<file path="config.mk">
export PLATFORM = sky130hd
export DESIGN_NAME = esc_pwm_multi
export DESIGN_NICKNAME = d
export VERILOG_FILES = /design/src/rtl/esc_pkg.sv /design/src/rtl/esc_pwm_channel.sv /design/src/rtl/esc_pwm_multi.sv
export SDC_FILE = /design/constraint.sdc
export NUM_CORES = 1
export LEC_CHECK = 0
export CORE_MARGIN = 1.5
export CORE_UTILIZATION = 50
export DETAILED_ROUTE_END_ITERATION = 10
export PLACE_DENSITY = 0.66
export SLEW_MARGIN = 25
export SYNTH_ARGS = -nofsm -noshare
export SYNTH_HDL_FRONTEND = slang
export SYNTH_HIERARCHICAL = 1
export SYNTH_SLANG_ARGS = --single-unit
export TNS_END_PERCENT = 30
</file>
<file path="constraint.sdc">
create_clock -name clk -period 6 [get_ports clk]
set_input_delay 1.8 -clock clk [delete_from_list [all_inputs] [get_ports clk]]
set_output_delay 1.8 -clock clk [all_outputs]
set_load 0.05 [all_outputs]
</file>
<file path="src/rtl/esc_pkg.sv">
// Shared constants and helpers for the multi-channel ESC/servo PWM generator.
package esc_pkg;

    localparam int unsigned DEF_N_CH        = 4;
    localparam int unsigned DEF_IN_W        = 8;
    localparam int unsigned DEF_CLK_DIV     = 100;
    localparam int unsigned DEF_FRAME_TICKS = 1000;
    localparam int unsigned DEF_MIN_TICKS   = 25;
    localparam int unsigned DEF_SPAN_TICKS  = 100;
    localparam int unsigned DEF_SLEW_TICKS  = 5;

    // Channel-select width; a single channel still gets a 1-bit select.
    function automatic int unsigned ch_width(input int unsigned n_ch);
        return (n_ch > 1) ? $clog2(n_ch) : 1;
    endfunction

    // Normalised command -> pulse width in ticks, floor-rounded.
    function automatic int unsigned cmd_to_ticks(
        input int unsigned cmd,
        input int unsigned in_w,
        input int unsigned min_ticks,
        input int unsigned span_ticks
    );
        int unsigned full_scale;
        int unsigned prod;
        full_scale = (32'd1 << in_w) - 32'd1;
        prod       = cmd * span_ticks;
        return min_ticks + (prod / full_scale);
    endfunction

endpackage

</file>
<file path="src/rtl/esc_pwm_channel.sv">
// One PWM channel: shadow/active width pair and the registered compare output.
// Build option ESC_SLEW_EN limits how far the active width moves per frame.
module esc_pwm_channel
    import esc_pkg::*;
#(
    parameter int unsigned W_W        = 10,
    parameter int unsigned MIN_TICKS  = DEF_MIN_TICKS
`ifdef ESC_SLEW_EN
    ,
    parameter int unsigned SLEW_TICKS = DEF_SLEW_TICKS
`endif
) (
    input  logic           clk,
    input  logic           rst_n,
    input  logic           en_i,
    input  logic           fs_i,
    input  logic           wr_en_i,
    input  logic [W_W-1:0] wr_ticks_i,
    input  logic [W_W-1:0] frame_cnt_i,
    output logic           pwm_o
);

    localparam logic [W_W-1:0] MIN_W = W_W'(MIN_TICKS);
`ifdef ESC_SLEW_EN
    localparam logic [W_W-1:0] SLEW_W = W_W'(SLEW_TICKS);
`endif

    logic [W_W-1:0] shadow_q, shadow_d;
    logic [W_W-1:0] active_q, active_d;
    logic           pwm_q, pwm_d;

    always_comb begin
        shadow_d = wr_en_i ? wr_ticks_i : shadow_q;
        active_d = active_q;
        // At frame_cnt==0 any legal width compares true, so the old active is safe here.
        pwm_d    = en_i && (frame_cnt_i < active_q);
        if (fs_i) begin
`ifdef ESC_SLEW_EN
            if (shadow_q >= active_q) begin
                active_d = ((shadow_q - active_q) > SLEW_W) ? (active_q + SLEW_W) : shadow_q;
            end else begin
                active_d = ((active_q - shadow_q) > SLEW_W) ? (active_q - SLEW_W) : shadow_q;
            end
`else
            active_d = shadow_q;
`endif
        end
    end

    always_ff @(posedge clk or negedge rst_n) begin
        if (!rst_n) begin
            shadow_q <= MIN_W;
            active_q <= MIN_W;
            pwm_q    <= 1'b0;
        end else begin
            shadow_q <= shadow_d;
            active_q <= active_d;
            pwm_q    <= pwm_d;
        end
    end

    assign pwm_o = pwm_q;

endmodule

</file>
<file path="src/rtl/esc_pwm_multi.sv">
// Multi-channel ESC/servo PWM generator: shared prescaler/frame counter, double-buffered widths.
// Build option ESC_SLEW_EN enables per-frame slew limiting of the active widths.
module esc_pwm_multi
    import esc_pkg::*;
#(
    parameter  int unsigned N_CH        = DEF_N_CH,
    parameter  int unsigned IN_W        = DEF_IN_W,
    parameter  int unsigned CLK_DIV     = DEF_CLK_DIV,
    parameter  int unsigned FRAME_TICKS = DEF_FRAME_TICKS,
    parameter  int unsigned MIN_TICKS   = DEF_MIN_TICKS,
    parameter  int unsigned SPAN_TICKS  = DEF_SPAN_TICKS,
    parameter  int unsigned SLEW_TICKS  = DEF_SLEW_TICKS,
    localparam int unsigned CH_W        = ch_width(N_CH)
) (
    input  logic            clk,
    input  logic            rst_n,
    input  logic            en,
    input  logic            cmd_valid,
    output logic            cmd_ready,
    input  logic [CH_W-1:0] cmd_ch,
    input  logic [IN_W-1:0] cmd_val,
    output logic            cmd_err,
    output logic            frame_start,
    output logic [N_CH-1:0] pwm
);

    localparam int unsigned W_W    = $clog2(FRAME_TICKS);
    localparam int unsigned P_W    = $clog2(CLK_DIV);
    localparam int unsigned PROD_W = IN_W + $clog2(SPAN_TICKS + 1);

    if (N_CH < 1 || N_CH > 16) begin : g_bad_n_ch
        $error("esc_pwm_multi: N_CH must be in 1..16");
    end
    if (CLK_DIV < 2) begin : g_bad_clk_div
        $error("esc_pwm_multi: CLK_DIV must be at least 2");
    end
    if (MIN_TICKS + SPAN_TICKS >= FRAME_TICKS) begin : g_bad_span
        $error("esc_pwm_multi: MIN_TICKS + SPAN_TICKS must be below FRAME_TICKS");
    end
    if (PROD_W > 32) begin : g_bad_prod
        $error("esc_pwm_multi: IN_W/SPAN_TICKS too large for the width conversion");
    end
    if (SLEW_TICKS == 0 || SLEW_TICKS >= FRAME_TICKS) begin : g_bad_slew
        $error("esc_pwm_multi: SLEW_TICKS must be in 1..FRAME_TICKS-1");
    end

    logic [P_W-1:0] presc_q, presc_d;
    logic [W_W-1:0] frame_q, frame_d;
    logic           frame_start_q;
    logic           cmd_err_q;
    logic           tick;
    logic           fs;
    logic           accept;
    logic           ch_ok;
    logic           wr_ok;
    logic [W_W-1:0] wr_ticks;

    assign tick = (presc_q == P_W'(CLK_DIV - 1));
    assign fs   = en && (presc_q == '0) && (frame_q == '0);

    // Counters free-run while enabled and collapse to frame start when disabled.
    always_comb begin
        presc_d = '0;
        frame_d = '0;
        if (en) begin
            presc_d = tick ? '0 : (presc_q + P_W'(1));
            frame_d = frame_q;
            if (tick) begin
                frame_d = (frame_q == W_W'(FRAME_TICKS - 1)) ? '0 : (frame_q + W_W'(1));
            end
        end
    end

    // Writes are blocked only in the frame-start cycle so the shadow copy is coherent.
    assign cmd_ready = !fs;
    assign accept    = cmd_valid && cmd_ready;
    assign ch_ok     = (32'(cmd_ch) < N_CH);
    assign wr_ok     = accept && ch_ok;
    assign wr_ticks  = W_W'(cmd_to_ticks(32'(cmd_val), IN_W, MIN_TICKS, SPAN_TICKS));

    always_ff @(posedge clk or negedge rst_n) begin
        if (!rst_n) begin
            presc_q       <= '0;
            frame_q       <= '0;
            frame_start_q <= 1'b0;
            cmd_err_q     <= 1'b0;
        end else begin
            presc_q       <= presc_d;
            frame_q       <= frame_d;
            frame_start_q <= fs;
            cmd_err_q     <= accept && !ch_ok;
        end
    end

    assign frame_start = frame_start_q;
    assign cmd_err     = cmd_err_q;

    for (genvar c = 0; c < N_CH; c++) begin : g_ch
        logic wr_en;
        assign wr_en = wr_ok && (cmd_ch == CH_W'(c));

        esc_pwm_channel #(
            .W_W       (W_W),
            .MIN_TICKS (MIN_TICKS)
`ifdef ESC_SLEW_EN
            ,
            .SLEW_TICKS(SLEW_TICKS)
`endif
        ) u_ch (
            .clk        (clk),
            .rst_n      (rst_n),
            .en_i       (en),
            .fs_i       (fs),
            .wr_en_i    (wr_en),
            .wr_ticks_i (wr_ticks),
            .frame_cnt_i(frame_q),
            .pwm_o      (pwm[c])
        );
    end

endmodule

</file>
After elaboration in Yosys (flattened, before gate mapping)

Index checks and enable logic that the tools add are counted.

Bits in read-only memories: 0
Bits in latches: 0
Bits in writable memories: 0
Flip-flop bits (word level): 102
Output and inout port bits: 7
Logic and storage cells: 50
Input port bits: 14
Memories: 0

Order comparisons: 4
Reductions and logical operators: 15
Bitwise operators: 0
$mul: 1
Add/subtract/negate cells: 3
Shift operators: 0
Equality and inequality tests: 6
Divide/modulo/power cells: 1
Mux-type cells: 5

Operator list:

| kind                  | count |
|---|---|
| $lt 10x10->1          | 4 |
| $div 15x8->32 const B | 1 |
| $mux 10               | 3 |
| $mux 7                | 2 |
| $mul 8x5->13 const B  | 1 |
| $logic_and 1x1->1     | 11 |
| $add 10x1->10 const B | 1 |
| $add 5x10->10 const A | 1 |
| $eq 10x10->1 const B  | 1 |
| $logic_not 10->1      | 1 |
| $add 7x1->7 const B   | 1 |
| $eq 7x7->1 const B    | 1 |
| $logic_not 7->1       | 1 |
| $eq 2x2->1 const B    | 2 |
| $eq 2x1->1 const B    | 1 |
| $logic_not 2->1       | 1 |
| $ne 2x1->1 const B    | 1 |
| $logic_not 1->1       | 1 |

Depth between registers and ports, before layout

Gate-level depths: netlist (run 1).

Word-level depth: 6
Depth in mapped cells: 47
Gate-level depth less buffers: 41

Hierarchy

Netlist (run 1), hierarchy kept.

Modules (own cells, without submodules):

| module          | instances | seq. area each (um^2) | cells an instance | area each (um^2) |
|---|---|---|---|---|
| esc_pwm_multi   | 1         | 450.4                 | 595               | 4451.8 |
| esc_pwm_channel | 4         | 533.0                 | 85                | 977.2 |

Worst setup path after synthesis (run 1)

Ideal clock, no wire load.

Path kind: input -> register
Start: input cmd_val[2]
End: register g_ch[0].u_ch.shadow_q[6]
Data required time: 5.875 ns
Path slack: -4.937 ns
Stages: 43
Arrival time: 10.812 ns
Library setup time: 0.125 ns
Path buffers: 4
Cell sequence: clkbuf_1 inv_1 ha_1 ha_1 ha_1 fa_1 a211oi_2 or3b_1 and3_1 clkbuf_1 nand2_1 nor3_1 ha_1 nor3_1 a41o_1 o41a_1 clkbuf_1 or3_1 (+7 left out) o21ai_0 nor4_4 o22ai_2 or2_1 o2111ai_2 and2_1 ha_1 nand2_1 nor3_1 o2bb2ai_1 nand2b_1 and4b_1 o21ai_1 ha_1 a21oi_1 a21boi_1 xnor2_1 mux2_2

Cells in the longest elaborated chain, start to end: 3

Ends and longest elaborated chain:

| what                   | line                  | RTL |
|---|---|---|
| start: declaration     | esc_pwm_multi.sv:21   | `input logic [IN_W-1:0] cmd_val,` |
| $mul 8x5->13           | esc_pkg.sv:27         | `prod = cmd * span_ticks;` |
| $div 15x8->32          | esc_pkg.sv:28         | `return min_ticks + (prod / full_scale);` |
| $add 5x10->10          | esc_pkg.sv:28         |  |
| net wr_ticks[6]        | esc_pwm_multi.sv:56   | `logic [W_W-1:0] wr_ticks;` |
| end signal: assignment | esc_pwm_channel.sv:56 | `shadow_q <= shadow_d;` |
| end: declaration       | esc_pwm_channel.sv:28 | `logic [W_W-1:0] shadow_q, shadow_d;` |

The timed path passes the listed nets, and every way through them passes these cells.
A chain may end at the register's enable or synchronous reset.

Final worst setup path (run 1)

Start: input cmd_val[4]
End: register g_ch[1].u_ch.shadow_q[6]

Cells in the longest elaborated chain, start to end: 3

Ends and longest elaborated chain:

| what                   | line |
|---|---|
| $mul 8x5->13           | esc_pkg.sv:27 |
| $div 15x8->32          | esc_pkg.sv:28 |
| $add 5x10->10          | esc_pkg.sv:28 |
| net wr_ticks[6]        | esc_pwm_multi.sv:56 |
| end signal: assignment | esc_pwm_channel.sv:56 |
| end: declaration       | esc_pwm_channel.sv:28 |

The timed path passes the listed nets, and every way through them passes these cells.

==> results.md, run 1 <==
- Relative contribution of combinational cells to total power: 69.1%
- Relative area change from synthesis to final layout: 43.5%
- Share of the yosys chip area belonging to registers: 30.9%
- Pwr Total: approximately 5300 uW
- Cell area after layout: 12,000 sq um
- Number of antenna repair diodes: 0
- Cts bufs inserted: 9
- Reg2Reg Launch Point: frame_q[4]$_DFFE_PN0P_
- Remaining antenna violation count after routing: 0
- Internal Dissipation: 3120 uW
- Fraction of registers with async set or reset after synthesis: between 90% and 100%
- Compound-Gate Fraction of Synth Area: a little over a fifth
- Floorplan row count: between 40 and 50
- Horiz. Die Dim: 132 um
- Routability-driven placement congestion ratio: roughly 0.94
- Total negative setup slack: -126.30 ns
- First-pass GRT wire length: approximately 40,000 um
- Routed len/inst: about 18 um
- Startpoint of the most critical hold path: g_ch[1].u_ch/shadow_q[1]$_DFFE_PN0P_
- Routed via count: 8,264
- Share of layout cells above drive strength 1: around two fifths
- Remaining routing DRC violations: 0
- CP Data Arrival Time: ~10 ns
- Yosys Warn Count: 6
- Hold-fix buffer count after cts: 0
- Via-per-instance ratio: 5.77
- I/O pin cnt: 21
- Placeable Area: 16,500 sq um
- Run status: finished, violations left
- Largest net degree at the start of global routing: 77
- Via count of the first global-routing pass: a little over 8,000
- Shortest clock period the worst path allows after layout: between 10 and 15 ns
- Start point of the critical path: cmd_val[4]
- Proportion of power drawn by flip-flops and latches: 19.7%
- Number of standard cells after synthesis: slightly above 900
- Worst-path maximum fanout: 5
- Largest family of logic cells by synthesized area: compound AO/OA/AOI/OAI gates
- Antenna violations before repair: 0
- Switching power summed over all nets: 2150 uW
- RSZ-0062 raised after global routing: true
- Least-Margin Pin Slew: about 0.67 ns
- TritonCTS clock tree: built
- Fraction of the cycle the final worst path needs: 168%
- Final Net Count: 1,300
- Number of DRC markers in iteration 0: around 570
- Cell class contributing the biggest share of worst-path delay: compound AO/OA/AOI/OAI gates
- Total placed instance area: 10,600 sq um
- Power per cell area: ~440 nW/um^2
- Required time reported for the critical path endpoint: ~6.2 ns
- Switching fraction of total power: 40.8%
- Routed wire length: 25,100 um
- Simple-gate share of the synthesized area: between 10% and 20%
- Total Die Area: about 18,000 sq um
- GRT Util Overall: 27.8%
- Syn avg cell area: between 8 and 9 sq um
- Max-cap viol count: 0
- Critical Path Sink Type: register
- Critical path type: input pin to register
- Fraction of the mapped netlist area in adder cells: roughly an eighth
- Min Hold Slack: 0.483 ns
- Number of enable-type register cells in the synthesized netlist: 0
- Starting Density: between 50% and 60%
- Number of search-and-repair iterations in the first detailed-routing pass: 5
- Clock tree root buffer cell: sky130_fd_sc_hd__clkbuf_16
- Number of buffer and inverter stages on the critical path: 8
- Post-synthesis instance area: around 8400 sq um
- Layout Skew: between 0.006 and 0.007 ns
- Clk pwr share: about 11%
- Max stage delay cell, worst path: sky130_fd_sc_hd__fa_1
- Register bit count reported by yosys: a little over 100
- Worst skew pair latency: 0.34 ns
- Vert. Die Dim: around 130 um
- Clock sinks: around 100
- Number of buffers on the longest clock path: 2
- Predominant post-synthesis flop cell: sky130_fd_sc_hd__dfrtp_1
- Total gr overflow: 0
- Netlist cell types: just over 90
- Post-CTS clock slew at the launch and capture registers of the worst setup and hold paths: 0.06 ns
- Crit path setup slack, layout: -4.08 ns
- Sum of net half-perimeters after detailed placement: approximately 18,000 um
- Highest clock rate: 99.2 MHz
- # port buffers: 19
- Category of the worst setup path launch point: input pin
- Reported leakage power: roughly 0.0053 uW
- Mux share of post-synthesis cell area: around 6.6%
- Slowest cell delay on critical path: between 0.5 and 0.6 ns
- Failing checks: setup timing
- Total of endpoints with negative setup slack in the final report: 32
- Worst hold path class: register to register
- Pre-CTS setup slack: -5.00 ns
- Maximum vdd drop: 292 uV
- Final Hold Fails: 0
- XOR/XNOR share of the synthesized area: around 3.8%
- Worst slew slack as a fraction of its limit: ~55%
- Total number of H-tree levels: 3
- Critical path's most frequent cell: sky130_fd_sc_hd__ha_4
- Final Max Slew Viols: 0
[per-stage QoR]
| step | util (%) | cells |
|---|---|---|
| after floorplan | - | 939 |
| after global placement | 64.2 | 1369 |
| after detailed placement | 64.2 | 1369 |
| after CTS | 70.4 | 1415 |
| after global routing | 72.9 | 1432 |
| final | 72.9 | 1432 |
[what timing repair did]
action | CTS | global route
gates resized for setup | 113 | 59
endpoints found under the setup margin | 32 | 32
pin swaps | 58 | 53
buffers inserted | 31 | 20
[per-layer routing]
layer	vias to the layer above	track usage [%]	wire length [um]
li1	3998	-	-
met1	4013	35.0	10800
met2	210	50.3	12800
met3	43	2.54	860
met4	0	8.85	603
met5	-	0	0
[registers in the layout, indices dropped and copies added (netlist names)]
register            count
presc_q                 7
g_ch.u_ch/pwm_o         4
g_ch.u_ch/active_q     40
frame_start             1
g_ch.u_ch/shadow_q     40
frame_q                10
[cell type report]
class / instances / area, sq um
clock inverters: 3 / 43.8
clock buffers: 13 / 260
well taps: 220 / 275
repair buffers: 293 / 2280
fillers: 1155 / 4470
multi-input cells: 741 / 6320
flip-flops and latches: 102 / 2580
inverters: 60 / 238
[cells in the mapped netlist, drive strengths merged (9+ instances only)]
master	number	area [sq um]
inv	60	225
nand2b	16	100
o21ai	83	419
a21o	10	75.1
nor2	55	206
clkbuf	21	83.8
dfrtp	78	1950
a21oi	33	176
nor3	26	141
o211a	10	100
nand2	94	353
or2	10	62.6
nand3	27	135
buf	15	96.3
a211oi	18	175
nor4	11	96.3
o211ai	13	97.6
and3	12	75.1
xnor2	22	200
and2	15	93.8
ha	76	951
xor2	9	97.6
dfstp	24	631
nand4	23	144
mux2	44	495
[cells by family after synthesis]
family                   after synthesis
AND/OR/NAND/NOR                      319
AO/OA/AOI/OAI                        256
flip-flops                           102
buffers and inverters                 96
adder cells (fa/ha/maj)               79
multiplexers                          50
XOR/XNOR                              32
other                                  1
[path summary, 6_finish.rpt]
| kind | endpoint | cells past startpoint | slack (ns) |
|---|---|---|---|
| min | g_ch[1].u_ch/active_q[1]$_DFFE_PN0P_ | 2 | 0.48 |
| min in group asynchronous | frame_q[9]$_DFFE_PN0P_ | 1 | 1.45 |
| max | g_ch[1].u_ch/shadow_q[6]$_DFFE_PN0P_ | 46 | -4.08 |
| max reg2reg | g_ch[1].u_ch/active_q[2]$_DFFE_PN0P_ | 7 | 3.03 |
| min reg2reg | g_ch[1].u_ch/active_q[1]$_DFFE_PN0P_ | 2 | 0.48 |
| max in group asynchronous | g_ch[2].u_ch/active_q[0]$_DFFE_PN1P_ | 2 | 3.71 |
[worst register-to-register path, cell delays in order, from the launching register on]
cell	delay (ns)
sky130_fd_sc_hd__dfrtp_1	0.53
sky130_fd_sc_hd__or4_1	0.57
sky130_fd_sc_hd__nor3_1	0.17
sky130_fd_sc_hd__nand4_1	0.36
sky130_fd_sc_hd__inv_2	0.61
sky130_fd_sc_hd__buf_4	0.45
sky130_fd_sc_hd__nand2_1	0.11
sky130_fd_sc_hd__o21ai_0	0.09
[cell usage in the layout (no fill, tap or decap), drive strengths merged, types with 22 or more instances in the layout]
cell type  count
o21ai         83
ha            76
nand3         27
nor3          26
dfstp         24
nand4         23
a21oi         33
inv           59
xnor2         22
nand2         94
nor2          55
mux2          44
buf          281
dfrtp         78
[power groups by stage]
stage	combinational, uW	clock, uW	sequential, uW
after global placement	2750	0	1040
after floorplan	1600	0	1050
final	3640	587	1040
after CTS	3270	600	1040
after detailed placement	2800	0	1050
after global routing	3880	628	1060
Note: power is estimated with default switching activity, not from simulation.
==> inputs of run 2 (changes only) <==
--- a/config.mk
+++ b/config.mk
@@ -8,7 +8,9 @@
 export CORE_MARGIN = 1.5
 export CORE_UTILIZATION = 50
 export DETAILED_ROUTE_END_ITERATION = 10
+export GPL_TIMING_DRIVEN = 0
 export PLACE_DENSITY = 0.66
+export SETUP_SLACK_MARGIN = 0.1
 export SLEW_MARGIN = 25
 export SYNTH_ARGS = -nofsm -noshare
 export SYNTH_HDL_FRONTEND = slang
==> results.md, run 2 (synthesis gave the netlist of run 1 again) <==
- Total of endpoints with negative setup slack in the final report: 32 (unchanged)
- Layout Skew: 0.00782 ns (+0.00115 ns)
- Critical path's most frequent cell: sky130_fd_sc_hd__ha_4
- Number of antenna repair diodes: 0 (unchanged)
- Final Max Slew Viols: 0 (unchanged)
- Number of buffers on the longest clock path: 2 (unchanged)
- Power per cell area: 425 nW/um^2 (-3.1%)
- Antenna violations before repair: 0 (unchanged)
- Horiz. Die Dim: 132 um (unchanged)
- Floorplan row count: 47 (unchanged)
- First-pass GRT wire length: 37,600 um (-5.1%)
- Min Hold Slack: 0.484 ns (+0.000753 ns)
- # port buffers: 19 (unchanged)
- Starting Density: 50.8% (unchanged)
- Most common cell after layout, fill and taps aside: sky130_fd_sc_hd__buf_4
- Placeable Area: 16,500 sq um (unchanged)
- Number of search-and-repair iterations in the first detailed-routing pass: 5 (unchanged)
- Total number of H-tree levels: 3 (unchanged)
- Reported leakage power: 0.00471 uW (-11%)
- Clock tree root buffer cell: sky130_fd_sc_hd__clkbuf_16
- Worst skew pair latency: 0.34 ns (about the same)
- Routability-driven placement congestion ratio: 0.917 (-2.7%)
- Required time reported for the critical path endpoint: 6.22 ns (about the same)
- Routed len/inst: 18.3 um (+4.3%)
- Fraction of the cycle the final worst path needs: 172% (+4.0 points)
- Largest net degree at the start of global routing: 65 (-16%)
- Remaining routing DRC violations: 0 (unchanged)
- Total gr overflow: 0 (unchanged)
- Final Net Count: 1,165 (-10%)
- Maximum vdd drop: 283 uV (-3.1%)
- Cell count after placement: 1,179 (-14%)
- Number of DRC markers in iteration 0: 620 (+9.3%)
- Worst-path maximum fanout: 6 (+1)
- Max-cap viol count: 0 (unchanged)
- Run status: finished, violations left
- Total negative setup slack: -129.10 ns (-2.80 ns)
- TritonCTS clock tree: built
- Critical path type: input pin to register
- Highest clock rate: 96.9 MHz (-2.4%)
- Commonest cells after routing, fill and taps aside: sky130_fd_sc_hd__buf_4 (97), sky130_fd_sc_hd__nand2_1 (87), sky130_fd_sc_hd__dfrtp_1 (78), sky130_fd_sc_hd__o21ai_0 (64), sky130_fd_sc_hd__ha_1 (59)
- CP Data Arrival Time: 10.55 ns (+0.24 ns)
- Routed wire length: 23,700 um (-5.5%)
- I/O pin cnt: 21 (unchanged)
- Crit path setup slack, layout: -4.32 ns (-0.243 ns)
- Vert. Die Dim: 132 um (unchanged)
- Via-per-instance ratio: 6.02 (+4.4%)
- Category of the worst setup path launch point: input pin
- Critical Path Sink Type: register
- Relative area change from synthesis to final layout: 33.9%
- Hold-fix buffer count after cts: 0 (unchanged)
- Routed via count: 7,814 (-5.4%)
- GRT Util Overall: 26.6% (-1.2 points)
- # fillers: 1,236 (+7.0%)
- Least-Margin Pin Slew: 1.07 ns (+0.394 ns)
- Slowest cell delay on critical path: 0.52 ns (about the same)
- Post-CTS clock slew at the launch and capture registers of the worst setup and hold paths: 0.06 ns (about the same)
- Via count of the first global-routing pass: 7,476 (-8.1%)
- Total Die Area: 17,500 sq um (unchanged)
- Remaining antenna violation count after routing: 0 (unchanged)
- Max stage delay cell, worst path: sky130_fd_sc_hd__fa_1
- Final Hold Fails: 0 (unchanged)
- Worst hold path class: register to register
- Failing checks: setup timing
- Final std cells w/o fill: 1,297 (-9.4%)
- Sum of net half-perimeters after detailed placement: 15,900 um (-12%)
- Clock sinks: 102 (unchanged)
- End-of-flow core utilization: 68.0% (-4.9 points)
- Cts bufs inserted: 9 (unchanged)
- Worst slew slack as a fraction of its limit: 28.2% (-27 points)
- Shortest clock period the worst path allows after layout: 10.32 ns (+0.243 ns)
- RSZ-0062 raised after global routing: true
- Share of layout cells above drive strength 1: 34.8% (-6.4 points)
- Regs by FF count: g_ch.u_ch/active_q x40, g_ch.u_ch/shadow_q x40, frame_q x10
## run 2: report_power, final
group	internal, uW	switching [uW]
Clock	335	247
Combinational	1390	1750
Sequential	950	88.8
Total	2670	2090
## run 2: final timing paths
path,start,to,slack (ns),cells after the start
max,cmd_val[1],g_ch[2].u_ch/shadow_q[6]$_DFFE_PN0P_,-4.32,46
max in group asynchronous,rst_n,g_ch[0].u_ch/shadow_q[0]$_DFFE_PN1P_,3.97,2
max reg2reg,frame_q[4]$_DFFE_PN0P_,g_ch[0].u_ch/active_q[7]$_DFFE_PN0P_,3.31,7
min,g_ch[3].u_ch/shadow_q[9]$_DFFE_PN0P_,g_ch[3].u_ch/active_q[9]$_DFFE_PN0P_,0.48,2
min reg2reg,g_ch[3].u_ch/shadow_q[9]$_DFFE_PN0P_,g_ch[3].u_ch/active_q[9]$_DFFE_PN0P_,0.48,2
min in group asynchronous,rst_n,g_ch[3].u_ch/active_q[7]$_DFFE_PN0P_,1.35,1
## run 2: per-layer routing
layer / vias to the layer above / part of all wire (%) / GRT usage, % / routed length, um
met5: - / 0 / 0 / 0
met4: 0 / 3.4 / 11.4 / 803
met3: 56 / 4.4 / 3.00 / 1040
met2: 244 / 49 / 45.1 / 11600
met1: 3782 / 43 / 34.5 / 10300
li1: 3732 / - / - / -
## run 2: layout make-up
cell class	instances	area, sq um	area share (%)
Buffer	36	287	2.56
Clock buffer	11	243	2.17
Clock inverter	5	58.8	0.525
Inverter	60	240	2.15
Multi-Input combinational cell	741	6470	57.8
Sequential cell	102	2580	23.1
Tap cell	220	275	2.46
Timing Repair Buffer	122	1040	9.28
## run 2: stage by stage
step | instance area [sq um] | total power, uW | setup slack [ns]
2_1_floorplan | 8650 | 2650 | -4.15
4_1_cts | 10700 | 4430 | -4.05
6_report | 11200 | 4760 | -4.32
3_3_place_gp | 9110 | 3180 | -6.47
5_1_grt | 11200 | 5050 | -4.59
3_5_place_dp | 9140 | 3220 | -6.41
## run 2: repair_timing
| item | CTS | global route |
|---|---|---|
| pin swaps | 72 | 56 |
| setup buffers | 74 | 28 |
| gates resized for setup | 164 | 59 |
| endpoints found under the setup margin | 36 | 32 |
## run 2: critical path, delay by kind of cell
family / cells / cell delay, ns
compound gates: 15 / 2.77
xor+xnor: 2 / 0.35
fa+ha+maj: 7 / 1.88
buf+inv: 11 / 1.53
mux: 1 / 0.25
simple gates: 10 / 1.92
==> inputs of run 3 (changes only) <==
--- a/config.mk
+++ b/config.mk
@@ -9,8 +9,8 @@
 export CORE_UTILIZATION = 50
 export DETAILED_ROUTE_END_ITERATION = 10
 export GPL_TIMING_DRIVEN = 0
-export PLACE_DENSITY = 0.66
-export SETUP_SLACK_MARGIN = 0.1
+export PLACE_DENSITY = 0.68
+export SETUP_SLACK_MARGIN = 0.5
 export SLEW_MARGIN = 25
 export SYNTH_ARGS = -nofsm -noshare
 export SYNTH_HDL_FRONTEND = slang
==> constraint.sdc (replaced) <==
create_clock -name clk -period 9 [get_ports clk]
set_input_delay 2.7 -clock clk [delete_from_list [all_inputs] [get_ports clk]]
set_output_delay 2.7 -clock clk [all_outputs]
set_load 0.05 [all_outputs]
==> results.md, run 3 (synthesis gave the netlist of run 1 again) <==
- Shortest clock period the worst path allows after layout: 11.29 ns
- Clk pwr share: 11.6% (-0.6 points)
- RSZ-0062 raised after global routing: true
- Number of antenna repair diodes: 0 (unchanged)
- Hold-fix buffer count after cts: 0 (unchanged)
- Cell area after layout: 11,200 sq um (-0.37%)
- Layout Skew: 0.00681 ns (-0.00101 ns)
- Post-CTS clock slew at the launch and capture registers of the worst setup and hold paths: 0.06 ns (about the same)
- Switching fraction of total power: 43.1% (-0.77 points)
- Cell count after placement: 1,179 (unchanged)
- Via-per-instance ratio: 6.14 (+2.0%)
- Reported leakage power: 0.00471 uW (+0.11%)
- Internal Dissipation: 1870 uW (-30%)
- TritonCTS clock tree: built
- Largest net degree at the start of global routing: 54 (-17%)
- Failing checks: setup timing
- Max stage delay cell, worst path: sky130_fd_sc_hd__fa_1
- # port buffers: 19 (unchanged)
- Total number of H-tree levels: 3 (unchanged)
- Remaining antenna violation count after routing: 0 (unchanged)
- Worst skew pair latency: 0.34 ns (about the same)
- Total gr overflow: 0 (unchanged)
- Worst hold path class: register to register
- Total Die Area: 17,500 sq um (unchanged)
- Max-cap viol count: 0 (unchanged)
- Final std cells w/o fill: 1,306 (+0.69%)
- Remaining routing DRC violations: 0 (unchanged)
- Slowest cell delay on critical path: 0.55 ns (+0.03 ns)
- Highest clock rate: 88.6 MHz
- Share of layout cells above drive strength 1: 33.9% (-0.93 points)
- Met3 Resource Use GR: 2.27% (-0.73 points)
- Via count of the first global-routing pass: 7,456 (-0.27%)
- Category of the worst setup path launch point: input pin
- GR met2 Demand/Resource: 46.2% (+1.1 points)
- Critical path type: input pin to register
- # fillers: 1,237 (+0.081%)
- Horiz. Die Dim: 132 um (unchanged)
- Power per cell area: 295 nW/um^2 (-31%)
- Pwr Total: 3290 uW (-31%)
- Least-Margin Pin Slew: 1.04 ns (-0.0317 ns)
- Run status: finished, violations left
- Proportion of power drawn by flip-flops and latches: 21.0% (-0.8 points)
- Worst-path maximum fanout: 5 (-1)
- Vert. Die Dim: 132 um (unchanged)
- Clock sinks: 102 (unchanged)
- Required time reported for the critical path endpoint: 9.23 ns (+3.01 ns)
- Routed via count: 8,025 (+2.7%)
- Total placed instance area: 9140 sq um (unchanged)
- Final Hold Fails: 0 (unchanged)
- Routability-driven placement congestion ratio: 0.909 (-0.90%)
- Maximum vdd drop: 179 uV (-37%)
- Pre-CTS setup slack: -4.19 ns (+2.22 ns)
- Fraction of the cycle the final worst path needs: 125%
- Area taken by flip-flops and latches: 2580 sq um (unchanged)
- Critical path's most frequent cell: sky130_fd_sc_hd__ha_4
- Clock tree root buffer cell: sky130_fd_sc_hd__clkbuf_16
- Routed wire length: 24,300 um (+2.6%)
- Final Net Count: 1,174 (+0.77%)
- Final Max Slew Viols: 0 (unchanged)
- First-pass GRT wire length: 38,300 um (+1.8%)
- Critical Path Sink Type: register
- Relative area change from synthesis to final layout: 33.4%
- Antenna violations before repair: 0 (unchanged)
- CP Data Arrival Time: 11.51 ns (+0.96 ns)
- Total of endpoints with negative setup slack in the final report: 32 (unchanged)
- GRT Util Overall: 27.2% (+0.58 points)
- Crit path setup slack, layout: -2.29 ns (+2.04 ns)
- Most common cell after layout, fill and taps aside: sky130_fd_sc_hd__buf_4
- Sum of net half-perimeters after detailed placement: 15,800 um (-0.57%)
- Regs by FF count: g_ch.u_ch/active_q x40, g_ch.u_ch/shadow_q x40, frame_q x10
- Number of search-and-repair iterations in the first detailed-routing pass: 6 (+1)
- Worst slew slack as a fraction of its limit: 30.3% (+2.1 points)
- I/O pin cnt: 21 (unchanged)
- Starting Density: 50.8% (unchanged)
- Area of combinational cells with multiple inputs: 6360 sq um (-1.7%)
- Cts bufs inserted: 9 (unchanged)
- Global-route layer with the greatest usage: met2
- Relative contribution of combinational cells to total power: 67.3% (+1.4 points)
- Commonest cells after routing, fill and taps aside: sky130_fd_sc_hd__buf_4 (101), sky130_fd_sc_hd__nand2_1 (88), sky130_fd_sc_hd__dfrtp_1 (78), sky130_fd_sc_hd__o21ai_0 (65), sky130_fd_sc_hd__ha_1 (60)
- Switching power summed over all nets: 1420 uW (-32%)
- Placeable Area: 16,500 sq um (unchanged)
- Met1 Use GR: 35.8% (+1.3 points)
- Number of DRC markers in iteration 0: 593 (-4.4%)
- Floorplan row count: 47 (unchanged)
- Routed len/inst: 18.6 um (+1.9%)
- Number of buffers on the longest clock path: 2 (unchanged)
-- run 3: changes by cell type in the layout (fill, tap and decap cells not counted), sizes merged --
cell / delta
a211oi: +1
clkbuf: +3
clkdlybuf4s15: -1
clkinvlp: -2
bufinv: -1
clkinv: -1
buf: +11
inv: -1
-- run 3: final timing paths --
check	start	end	slack, ns	depth (start not counted)
max in group asynchronous	rst_n	g_ch[0].u_ch/shadow_q[3]$_DFFE_PN1P_	6.02	2
setup / recovery	cmd_val[2]	g_ch[0].u_ch/shadow_q[6]$_DFFE_PN0P_	-2.29	43
hold reg to reg	g_ch[3].u_ch/shadow_q[5]$_DFFE_PN0P_	g_ch[3].u_ch/active_q[5]$_DFFE_PN0P_	0.48	2
min in group asynchronous	rst_n	frame_q[4]$_DFFE_PN0P_	2.31	1
hold / removal	g_ch[3].u_ch/shadow_q[5]$_DFFE_PN0P_	g_ch[3].u_ch/active_q[5]$_DFFE_PN0P_	0.48	2
setup reg to reg	frame_q[3]$_DFFE_PN0P_	g_ch[1].u_ch/active_q[7]$_DFFE_PN0P_	6.42	8
-- run 3: power groups by stage --
stage               clock network, uW  logic, uW  registers, uW
floorplan                           0       1070            697
global placement                    0       1430            694
detailed placement                  0       1440            699
CTS                               392       1930            692
global route                      412       2370            709
finish                            383       2220            692
-- run 3: stage by stage --
stage	setup TNS, ns	hold WS (ns)	util [%]
6_report	-67.82	0.481	67.7
5_1_grt	-77.54	0.514	67.7
4_1_cts	-57.62	0.480	65.0
3_5_place_dp	-118.16	0.465	55.5
3_3_place_gp	-117.42	0.457	55.3
2_1_floorplan	-53.61	0.446	-
-- run 3: cell type report --
class / instances / share of cell area, %
Timing Repair Buffer: 130 / 9.91
Tap cell: 220 / 2.47
Buffer: 36 / 2.52
Clock buffer: 16 / 2.70
Multi-Input combinational cell: 742 / 57.0
Inverter: 60 / 2.20
Sequential cell: 102 / 23.2
-- run 3: repair_timing --
| item | in CTS | in global routing |
|---|---|---|
| buffers inserted | 80 | 29 |
| gates cloned | 2 | 0 |
| pin swaps | 69 | 37 |
| gates resized for setup | 164 | 45 |
| endpoints found under the setup margin | 32 | 32 |
| endpoints found under the hold margin | 0 | 0 |
-- run 3: routing by layer --
layer / vias to the layer above / share of wire [%]
met5: - / 0
met2: 313 / 48
met4: 0 / 3.9
met3: 85 / 4.5
met1: 3878 / 43
li1: 3749 / -
-- run 3: worst max-delay path: cells and delay by family --
family          cells  cell delay (ns)
mux                 1             0.25
xor+xnor            2             0.36
fa+ha+maj           6             1.49
compound gates     17             3.51
simple gates        7             1.82
buf+inv            10             1.38
